<file path="src/rtl/cpu_boot_loader.sv">
// cpu_boot_loader: byte-stream boot loader for integrated_cpu.
// Receives a little-endian frame {CNT[15:0], PC[15:0], DATA[N*4], CHK[7:0]},
// writes each assembled word into the CPU memory write port, and holds the CPU
// in reset until the frame checksum matches. A good load then releases the CPU
// at the loaded start PC.
//
// Ports:
//   clk, rst_n            system clock, asynchronous active-low reset
//   start                 single-cycle pulse, begins a load from IDLE/DONE/ERR
//   byte_in, byte_valid   stream byte and its valid flag
//   byte_ready            loader accepts byte_in this cycle
//   mem_wr_en/addr/data   memory write port, one strobe cycle per word
//   cpu_rst_n, start_pc   CPU reset (active low) and start PC
//   busy, done, err       load status
module cpu_boot_loader #(
    parameter int unsigned ADDR_W = 11,
    parameter int unsigned DEPTH  = 2048
) (
    input  logic              clk,
    input  logic              rst_n,
    input  logic              start,
    input  logic [7:0]        byte_in,
    input  logic              byte_valid,
    output logic              byte_ready,
    output logic              mem_wr_en,
    output logic [ADDR_W-1:0] mem_addr,
    output logic [31:0]       mem_wr_data,
    output logic              cpu_rst_n,
    output logic [10:0]       start_pc,
    output logic              busy,
    output logic              done,
    output logic              err
);

    // One extra index bit so a full-depth load reaches N without wrapping.
    localparam int unsigned IDX_W = ADDR_W + 1;
    localparam int unsigned PC_W  = 11;
    localparam int unsigned CNT_W = 16;

    typedef enum logic [2:0] {
        S_IDLE,
        S_CNT,
        S_PC,
        S_DATA,
        S_WRITE,
        S_CHK,
        S_DONE,
        S_ERR
    } state_t;

    state_t             state_q, state_d;
    logic [1:0]         byte_idx_q, byte_idx_d;
    logic [IDX_W-1:0]   word_idx_q, word_idx_d;
    logic [CNT_W-1:0]   cnt_q, cnt_d;
    logic [31:0]        buf_q, buf_d;
    logic [7:0]         chk_q, chk_d;

    logic               byte_ready_d;
    logic               mem_wr_en_d;
    logic [ADDR_W-1:0]  mem_addr_d;
    logic [31:0]        mem_wr_data_d;
    logic               cpu_rst_n_d;
    logic [PC_W-1:0]    start_pc_d;
    logic               busy_d;
    logic               done_d;
    logic               err_d;

    logic               xfer;
    logic [CNT_W-1:0]   cnt_full;

    assign xfer     = byte_valid & byte_ready;
    assign cnt_full = {byte_in, cnt_q[7:0]};

    // State, datapath and registered outputs.
    always_ff @(posedge clk or negedge rst_n) begin
        if (!rst_n) begin
            state_q     <= S_IDLE;
            byte_idx_q  <= '0;
            word_idx_q  <= '0;
            cnt_q       <= '0;
            buf_q       <= '0;
            chk_q       <= '0;
            byte_ready  <= 1'b0;
            mem_wr_en   <= 1'b0;
            mem_addr    <= '0;
            mem_wr_data <= '0;
            cpu_rst_n   <= 1'b0;
            start_pc    <= '0;
            busy        <= 1'b0;
            done        <= 1'b0;
            err         <= 1'b0;
        end else begin
            state_q     <= state_d;
            byte_idx_q  <= byte_idx_d;
            word_idx_q  <= word_idx_d;
            cnt_q       <= cnt_d;
            buf_q       <= buf_d;
            chk_q       <= chk_d;
            byte_ready  <= byte_ready_d;
            mem_wr_en   <= mem_wr_en_d;
            mem_addr    <= mem_addr_d;
            mem_wr_data <= mem_wr_data_d;
            cpu_rst_n   <= cpu_rst_n_d;
            start_pc    <= start_pc_d;
            busy        <= busy_d;
            done        <= done_d;
            err         <= err_d;
        end
    end

    // Next-state, datapath update and next-output decode.
    always_comb begin
        state_d       = state_q;
        byte_idx_d    = byte_idx_q;
        word_idx_d    = word_idx_q;
        cnt_d         = cnt_q;
        buf_d         = buf_q;
        chk_d         = chk_q;
        mem_wr_en_d   = 1'b0;
        mem_addr_d    = mem_addr;
        mem_wr_data_d = mem_wr_data;
        start_pc_d    = start_pc;

        case (state_q)
            S_IDLE, S_DONE, S_ERR: begin
                if (start) begin
                    state_d    = S_CNT;
                    byte_idx_d = '0;
                    word_idx_d = '0;
                    cnt_d      = '0;
                    chk_d      = '0;
                end
            end

            S_CNT: begin
                if (xfer) begin
                    if (byte_idx_q == 2'd0) begin
                        cnt_d[7:0] = byte_in;
                        byte_idx_d = 2'd1;
                    end else begin
                        cnt_d[15:8] = byte_in;
                        byte_idx_d  = 2'd0;
                        state_d     = (cnt_full > CNT_W'(DEPTH)) ? S_ERR : S_PC;
                    end
                end
            end

            S_PC: begin
                // Low PC byte parks in the word buffer; data bytes overwrite it later.
                if (xfer) begin
                    if (byte_idx_q == 2'd0) begin
                        buf_d[7:0] = byte_in;
                        byte_idx_d = 2'd1;
                    end else begin
                        start_pc_d = PC_W'({byte_in, buf_q[7:0]});
                        byte_idx_d = 2'd0;
                        state_d    = (cnt_q == '0) ? S_CHK : S_DATA;
                    end
                end
            end

            S_DATA: begin
                // Little-endian shift: after 4 bytes, byte 0 sits in bits [7:0].
                if (xfer) begin
                    buf_d      = {byte_in, buf_q[31:8]};
                    chk_d      = chk_q ^ byte_in;
                    byte_idx_d = byte_idx_q + 2'd1;
                    if (byte_idx_q == 2'd3) begin
                        state_d       = S_WRITE;
                        mem_wr_en_d   = 1'b1;
                        mem_addr_d    = word_idx_q[ADDR_W-1:0];
                        mem_wr_data_d = {byte_in, buf_q[31:8]};
                    end
                end
            end

            S_WRITE: begin
                word_idx_d = word_idx_q + IDX_W'(1);
                state_d    = (word_idx_d == IDX_W'(cnt_q)) ? S_CHK : S_DATA;
            end

            S_CHK: begin
                if (xfer) begin
                    state_d = (byte_in == chk_q) ? S_DONE : S_ERR;
                end
            end

            default: state_d = S_IDLE;
        endcase

        // Status outputs follow the state being entered so they are valid on its first cycle.
        byte_ready_d = (state_d == S_CNT) || (state_d == S_PC) ||
                       (state_d == S_DATA) || (state_d == S_CHK);
        busy_d       = byte_ready_d || (state_d == S_WRITE);
        done_d       = (state_d == S_DONE);
        err_d        = (state_d == S_ERR);
        cpu_rst_n_d  = (state_d == S_DONE);
    end

endmodule

</file>
<file path="config.mk">
export PLATFORM = sky130hd
export DESIGN_NAME = cpu_boot_loader
export DESIGN_NICKNAME = d
export VERILOG_FILES = /design/src/rtl/cpu_boot_loader.sv
export SDC_FILE = /design/constraint.sdc
export NUM_CORES = 1
export LEC_CHECK = 0
export CAP_MARGIN = 10
export CORE_MARGIN = 8
export CORE_UTILIZATION = 35
export CTS_CLUSTER_SIZE = 14
export DETAILED_ROUTE_END_ITERATION = 6
export SYNTH_ARGS = -nofsm -noshare
export SYNTH_HDL_FRONTEND = slang
export SYNTH_SLANG_ARGS = --single-unit
</file>
<file path="constraint.sdc">
create_clock -name clk -period 2.5 [get_ports clk]
set_clock_uncertainty 0.1 [all_clocks]
set_input_delay 0.5 -clock clk [delete_from_list [all_inputs] [get_ports clk]]
set_output_delay 0.5 -clock clk [all_outputs]
set_load 0.01 [all_outputs]
</file>
==> Yosys cells after proc, flatten, opt, wreduce, memory -nomap -nowiden <==
Cells that the tools add are included.
Widths: inputs -> output; s select.
{ "word_totals": {"ff_bits": 132, "latchBits": 0, "ram_bits": 0, "mem_bits_ro": 0, "out_inout_bits": 60, "mem_count": 0} }
{ "classes": {"add_sub_neg": 2, "multipliers": 0, "div_mod_pow": 0, "magnitude_cmp": 1, "eq_ne": 25, "shifts": 0, "muxes": 34, "bitwise_logic": 3, "n_reduce_logical": 23} }
{ "ops": {"columns": ["operator", "n"], "rows": [
  ["$mux 8", 6],
  ["$mux 3", 11],
  ["$mux 16", 2],
  ["$pmux 16 s2", 1],
  ["$pmux 8 s2", 2],
  ["$eq 3x3->1 const B", 8],
  ["$pmux 12 s2", 1],
  ["$pmux 3 s6", 1],
  ["$gt 16x12->1 const B", 1],
  ["$logic_not 16->1", 1],
  ["$reduce_and 4->1", 4],
  ["$ne 2x2->1 const B", 7],
  ["$add 12x1->12 const B", 1],
  ["$eq 12x12->1", 1],
  ["$eq 3x2->1 const B", 4],
  ["$mux 12", 1],
  ["$reduce_and 3->1", 3],
  ["$eq 8x8->1", 1],
  ["$reduce_bool 2->1", 4],
  ["$xor 8x8->8", 1],
  ["$eq 3x1->1 const B", 2],
  ["$mux 2", 3],
  ["$pmux 2 s3", 1],
  ["$mux 1", 5],
  ["12 further kinds", 16]
]} }

==> Longest topological paths before layout <==
Gate-level depths: netlist (run 1).
{ "depth": {"word_depth": 10, "ltp_mapped": 9, "mapped_depth_nobuf": 8} }

==> Least setup slack after synthesis (run 1) <==
OpenSTA, ideal clock, no wires.
{ "synth_timing": {"path_kind": "input-to-reg", "from": "in byte_in[5]", "to": "reg busy", "setup_time_ns": 0.119, "t_arrival_ns": 2.025, "setup_slack_ns": 0.256, "path_stages": 7, "n_path_buf": 1, "path_cell_list": "buf_2 > or4_1 > a21o_1 > o31ai_4 > nand3_2 > or2_0 > o21a_1"} }
{ "synth_between": {"elab_chain_len": 10, "word_cells_on_any_way": 17, "classes_between": "order compare: 1; eq/ne: 6; mux: 6; reduce/logical: 4"} }
{ "synth_lines": {"columns": ["element", "line", "rtl"], "rows": [
  ["start: declaration", "22", "input logic [7:0] byte_in,"],
  ["$gt 16x12->1", "143", "state_d = (cnt_full > CNT_W'(DEPTH)) ? S_ERR : S_PC;"],
  ["$mux 3", "143", null],
  ["$mux 3", "137", "if (byte_idx_q == 2'd0) begin"],
  ["$mux 3", "136", "if (xfer) begin"],
  ["$pmux 3 s6 (*)", "124", "case (state_q)"],
  ["named net state_d[0]", "51", "state_t state_q, state_d;"],
  ["$eq 3x1->1 / $eq 3x2->1 (equally long branches)", "192", "byte_ready_d = (state_d == S_CNT) || (state_d == S_PC) ||"],
  ["$logic_or 1x1->1 (2 in a row)", "192", null],
  ["$logic_or 1x1->1", "193", "(state_d == S_DATA) || (state_d == S_CHK);"],
  ["$logic_or 1x1->1 (*)", "194", "busy_d = byte_ready_d || (state_d == S_WRITE);"],
  ["named net busy_d", "64", "logic busy_d;"],
  ["end signal: assignment", "105", "busy <= busy_d;"],
  ["end: declaration", "30", "output logic busy,"]
]} }
The timed path passes the listed nets; every way through them passes the cells marked *.
A chain may end at the register's enable or synchronous reset.

==> Final worst setup path (run 1) <==
{ "layout_timing": {"from": "reg word_idx_q[1]", "to": "reg byte_ready"} }
{ "layout_between": {"elab_chain_len": 8, "word_cells_on_any_way": 11, "classes_between": "add/sub: 1; eq/ne: 5; mux: 2; reduce/logical: 3"} }
{ "layout_lines": {"columns": ["element", "line", "rtl"], "rows": [
  ["start: declaration", "53", "logic [IDX_W-1:0] word_idx_q, word_idx_d;"],
  ["start signal: assignment", "95", "word_idx_q <= word_idx_d;"],
  ["$add 12x1->12 (*)", "178", "word_idx_d = word_idx_q + IDX_W'(1);"],
  ["$eq 12x12->1 (*)", "179", "state_d = (word_idx_d == IDX_W'(cnt_q)) ? S_CHK : S_DATA;"],
  ["$mux 3 (*)", "179", null],
  ["$pmux 3 s6 (*)", "124", null],
  ["$eq 3x1->1 / $eq 3x2->1 (equally long branches)", "192", null],
  ["$logic_or 1x1->1 (2 in a row)", "192", null],
  ["$logic_or 1x1->1 (*)", "193", null],
  ["named net byte_ready_d", "58", "logic byte_ready_d;"],
  ["end signal: assignment", "99", "byte_ready <= byte_ready_d;"],
  ["end: declaration", "24", "output logic byte_ready,"]
]} }
Marks and branches as above.

==> results of run 1 <==
[power breakdown]
part           switching (mW)  internal [mW]  leakage, nW
combinational            1.41           1.18         1.63
clock                   0.895           1.68        0.288
sequential              0.477           2.72         1.77
total                    2.79           5.57         3.69
[synthesized netlist by cell type (9+ instances only)]
cell type / instances
mux2_2: 54
clkbuf_1: 21
dfrtp_1: 132
xor2_1: 16
nand3_1: 10
xnor2_1: 9
mux2i_1: 9
nand2_1: 119
buf_2: 10
nor2_1: 22
o21ai_0: 59
[registers in the layout (all words and copies together), names as in the netlist]
signal and count:
done 1, start_pc 11, busy 1, buf_q 32
state_q 3, err 1, mem_wr_en 1, byte_idx_q 2
cnt_q 16, chk_q 8, mem_wr_data 32, mem_addr 11
byte_ready 1, word_idx_q 12
[worst paths after layout]
check | startpoint | endpoint | slack [ns]
max | word_idx_q[1]$_DFFE_PN0P_ | byte_ready$_DFF_PN0_ | 0.13
min | buf_q[3]$_DFFE_PN0P_ | buf_q[3]$_DFFE_PN0P_ | 0.38
max reg2reg | word_idx_q[1]$_DFFE_PN0P_ | byte_ready$_DFF_PN0_ | 0.13
min reg2reg | buf_q[3]$_DFFE_PN0P_ | buf_q[3]$_DFFE_PN0P_ | 0.38
max in group asynchronous | rst_n | mem_wr_data[11]$_DFFE_PN0P_ | 1.12
min in group asynchronous | rst_n | start_pc[0]$_DFFE_PN0P_ | 0.51
[layer usage]
layer | vias up | global-route usage | wire length (um)
met4 | 0 | 0.04997 | 212
met1 | 2297 | 0.1824 | 6837
met5 | - | 0 | 0
li1 | 2207 | - | -
met3 | 20 | 0.04158 | 830
met2 | 144 | 0.2502 | 7883
[critical path: stages, from the launching register on]
cell and delay, ns:
dfrtp_1 0.38, buf_4 0.16, and3_1 0.22, nor4b_2 0.29, a22oi_1 0.17, a2111oi_4 0.46, a21boi_1 0.16, o21ai_2 0.22
and2_1 0.15
[logic make-up after synthesis]
family | synth area share
fa+ha+maj | 0.008216
simple gates | 0.1399
flops | 0.5422
buf+inv | 0.03471
mux | 0.1146
xor+xnor | 0.03594
compound gates | 0.1245
[final cells by class]
cell class	instances	area (um2)	area share
Clock inverter	10	157.7	0.01994
Multi-Input combinational cell	398	2591	0.3278
Tap cell	225	281.5	0.03561
Sequential cell	132	3304	0.4180
Inverter	8	30.03	0.003799
Clock buffer	20	446.7	0.05651
Timing Repair Buffer	117	1094	0.1383
[timing repair]
action	CTS	global route
setup endpoints to repair	0	2
hold buffers	1	0
gates resized for setup	0	5
buffers inserted	0	1
hold endpoints to repair	35	0
==> summary.txt, run 1 <==
Floorplan
  • Core outline area: around 17000 um2
  • Die Area: around 22000 um2
  • Die X: ~150 um
  • IO Count: between 70 and 80
  • Initial Util: 0.3547
  • Die height: between 100 and 150 um
  • # rows: 48

STA
  • Max-slew violation count: 0
  • Minimum clock period: roughly 2.4 ns
  • Tightest Pin Transition: 0.5244 ns
  • Relative slew slack: 0.6504
  • Hold Slack: roughly 0.38 ns
  • Final hold vios: 0
  • Sum Neg Setup Slack: 0 ns
  • Fmax: 422.5 MHz
  • Final setup margin: approximately 0.13 ns
  • Final Cycle Share: 0.9467
  • # setup viols final: 0

Critical path
  • CP arrival: 2.62 ns
  • Setup crit end kind: flop
  • CP startpoint kind: flop
  • R2r worst-path depth: 8
  • Setup CP Type: flop to flop
  • CP required: 2.75 ns
  • Top fanout value on the critical path: 6

Synthesis
  • Flops & latches, synth: 132
  • Synth top area cells: dfrtp_1, mux2_2, nand2_1
  • Post-synth cell types: 57
  • Syn_area_per_cell: 10.58 um2
  • Synth area leader: dfrtp_1
  • Post-Syn Area: between 6000 and 7000 um2
  • EDFF count, synth: 0
  • Top cell type's share of synthesized area: 0.5422
  • Synth Instances: ~580
  • Share of the yosys chip area belonging to registers: 0.5422
  • Syn_nets: between 500 and 600
  • Ys async rst share: 1.000
  • Top FF cell, synth: dfrtp_1
  • Yosys warnings: 0

Clocking
  • Clock-pin slew on the worst setup and hold paths: ~0.06 ns
  • H-tree depth: 4
  • CTS tree: yes
  • CTS root buffer: clkbuf_16
  • Worst skew pair latency: about 0.42 ns
  • Num CTS Buffers: 17
  • Sink Count: between 100 and 150
  • Max Buffers Root-to-Sink: 2

Layout
  • Share of cells above drive strength 1: 0.2102
  • Ant diodes: 0
  • Commonest cells after routing, fill and taps aside: dfrtp_1, nand2_1, clkdlybuf4s50_1
  • Fin util: 0.4602
  • Fillers: roughly 1600
  • Nets: 690
  • Final Instance Count excl. Fillers: 910
  • Most common cell after layout, fill and taps aside: dfrtp_1
  • Final instance area: just under 8000 um2
  • Synth-to-layout area growth: 29.76%

Min path
  • Worst min-delay path class: flop to flop
  • Min-Delay Path Depth: 2

Placement
  • Routability cong.: roughly 0.85
  • Hpwl dp: roughly 12000 um
  • Placed Cells: approximately 880
  • Port buffer count: 71
  • Place WS: -0.2514 ns
  • Post-placement cell area: between 7000 and 8000 um2

Power and ir drop
  • Power Total: roughly 8.4 mW
  • Max VDD drop: between 600 and 700 uV
  • Pwr dens: around 1100 nW/um2
  • Static Leakage: ~3.7 nW

Status
  • Status: completed

GRT
  • Congestion Overflow GR: 0
  • First-pass GRT wire length: approximately 26000 um
  • Initial antenna violation count: 0
  • GRT Total Usage: 0.1496
  • Pin count of the biggest net entering global routing: 50
  • Vias in the first global route: roughly 4700

Routing
  • Post-route antenna net violation count: 0
  • Vias per std cell: roughly 5
  • Vias: roughly 4700
  • DRT iter0 DRCs: 311
  • DRT Pass-1 Iters: 5
  • Drt drc: 0
  • WL final: around 16000 um
  • Routed length per instance: 17.32 um

Run
  • Max cap viols: 0
(Power assumes the default switching activity.)
==> run 2: changes to the inputs <==
RECOVER_POWER = 25   (was not set)
==> run 2 against run 1 <==
Effect of this change:
- critical path depth unchanged
- sequential share of layout area about the same
- highest routed layer unchanged
- fmax down 0.62%
- total power about the same
- first-iteration DRC count up 4.2%
- non-clock buffer count unchanged
- flip-flop and latch count unchanged
- critical endpoint unchanged
- worst setup slack worse by 0.015 ns
- critical path type unchanged
- routed wire length up 0.15%
- die area unchanged
==> summary.txt, run 2 (same netlist as run 1, synthesis figures left out) <==
Clocking
  • CTS tree: yes
  • Num CTS Buffers: 17 (unchanged)
  • H-tree depth: 4 (unchanged)
  • Clock-pin slew on the worst setup and hold paths: 0.06 ns (about the same)
  • Sink Count: 132 (unchanged)
  • Worst skew pair latency: 0.42 ns (about the same)
  • Max Buffers Root-to-Sink: 2 (unchanged)
  • CTS root buffer: clkbuf_16

GRT
  • Initial antenna violation count: 0 (unchanged)
  • GRT Total Usage: 0.1496 (unchanged)
  • Pin count of the biggest net entering global routing: 50 (unchanged)
  • Congestion Overflow GR: 0 (unchanged)
  • First-pass GRT wire length: 25700 um (unchanged)
  • Vias in the first global route: 4728 (unchanged)

Layout
  • Commonest cells after routing, fill and taps aside: dfrtp_1, nand2_1, clkdlybuf4s50_1
  • Most common cell after layout, fill and taps aside: dfrtp_1
  • Synth-to-layout area growth: 29.62%
  • Final instance area: 7896 um2 (-0.11%)
  • Share of cells above drive strength 1: 0.2088 (-0.001460)
  • Fillers: 1620 (+0.19%)
  • Ant diodes: 0 (unchanged)
  • Nets: 690 (unchanged)
  • Final Instance Count excl. Fillers: 910 (unchanged)
  • Top Registers: buf_q (32), mem_wr_data (32), cnt_q (16)

Critical path
  • R2r worst-path depth: 8 (unchanged)
  • CP arrival: 2.64 ns (+0.02 ns)
  • CP startpoint kind: flop
  • Top fanout value on the critical path: 6 (unchanged)
  • Setup crit end kind: flop
  • CP required: 2.75 ns (about the same)
  • Setup CP Type: flop to flop

STA
  • Fmax: 419.9 MHz (-0.62%)
  • Final Cycle Share: 0.9527 (+0.005918)
  • Final hold vios: 0 (unchanged)
  • Sum Neg Setup Slack: 0 ns (unchanged)
  • Final setup margin: 0.1184 ns (-0.01479 ns)
  • Minimum clock period: 2.382 ns (+0.01479 ns)
  • # setup viols final: 0 (unchanged)
  • Tightest Pin Transition: 1.029 ns (+0.5043 ns)
  • Max-slew violation count: 0 (unchanged)
  • Relative slew slack: 0.3142 (-0.3362)

Power and ir drop
  • Max VDD drop: 653.0 uV (+0.19%)
  • Pwr dens: 1058 nW/um2 (about the same)
  • Static Leakage: 3.684 nW (-0.13%)

Placement
  • Port buffer count: 71 (unchanged)
  • Placed Cells: 878 (unchanged)
  • Routability cong.: 0.8451 (unchanged)
  • Post-placement cell area: 7273 um2 (unchanged)
  • Hpwl dp: 11540 um (unchanged)
  • Place WS: -0.2514 ns (unchanged)

Floorplan
  • Die Area: 21880 um2 (unchanged)
  • Core outline area: 17180 um2 (unchanged)
  • Die X: 147.9 um (unchanged)
  • Die height: 147.9 um (unchanged)
  • Initial Util: 0.3547 (unchanged)
  • # rows: 48 (unchanged)
  • IO Count: 72 (unchanged)

Routing
  • Post-route antenna net violation count: 0 (unchanged)
  • Vias: 4684 (+0.34%)
  • DRT Pass-1 Iters: 5 (unchanged)
  • Routed length per instance: 17.35 um (+0.15%)
  • DRT iter0 DRCs: 324 (+4.2%)
  • Drt drc: 0 (unchanged)
  • Vias per std cell: 5.147 (+0.34%)
  • WL final: 15790 um (+0.15%)

Run
  • Max cap viols: 0 (unchanged)

Min path
  • Min-Delay Path Depth: 2 (unchanged)
  • Worst min-delay path class: flop to flop

Status
  • Status: completed
run 2: path summary, 6_finish.rpt:
check | startpoint | endpoint | slack [ns]
max | word_idx_q[1]$_DFFE_PN0P_ | byte_ready$_DFF_PN0_ | 0.12
min | buf_q[3]$_DFFE_PN0P_ | buf_q[3]$_DFFE_PN0P_ | 0.38
max reg2reg | word_idx_q[1]$_DFFE_PN0P_ | byte_ready$_DFF_PN0_ | 0.12
min reg2reg | buf_q[3]$_DFFE_PN0P_ | buf_q[3]$_DFFE_PN0P_ | 0.38
max in group asynchronous | rst_n | buf_q[7]$_DFFE_PN0P_ | 0.59
min in group asynchronous | rst_n | mem_wr_data[0]$_DFFE_PN0P_ | 0.70
run 2: through the flow:
step / utilization / power (mW) / hold slack (ns)
after floorplan: - / 4.723 / 0.1044
after global placement: 0.4234 / 5.735 / 0.3631
after detailed placement: 0.4234 / 5.788 / 0.3748
after CTS: 0.4592 / 8.396 / 0.3878
after global routing: 0.4597 / 8.863 / 0.4031
final: 0.4597 / 8.356 / 0.3796
run 2: power by group:
group | internal (mW) | total, mW | switching, mW
logic | 1.18 | 2.59 | 1.41
registers | 2.72 | 3.20 | 0.477
clock network | 1.68 | 2.57 | 0.894
run 2: repair_timing:
item	in CTS	in global routing
gates resized for setup	0	5
setup endpoints to repair	0	2
hold endpoints to repair	35	0
buffers inserted	0	1
hold buffers	1	0
run 2: cell type report:
type / count / area, um2 / share of cell area
clock buffers: 20 / 446.7 / 0.05657
well taps: 225 / 281.5 / 0.03565
clock inverters: 10 / 157.7 / 0.01997
repair buffers: 117 / 1085 / 0.1374
multi-input cells: 398 / 2591 / 0.3282
inverters: 8 / 30.03 / 0.003803
flip-flops and latches: 132 / 3304 / 0.4185
run 2: layer usage:
metal	vias to the layer above	GRT usage	wire, um
li1	2206	-	-
met1	2302	0.1824	6796
met2	156	0.2502	7931
met3	20	0.04158	868
met4	0	0.04997	191
met5	-	0	0
run 2: worst max-delay path, stage by stage, from the launching register on:
cell and delay (ns):
dfrtp_1 0.38, buf_4 0.16, and3_1 0.22, nor4b_2 0.28, a22oi_1 0.17, a2111oi_4 0.47, a21boi_1 0.16, o21ai_2 0.22
and2_1 0.15
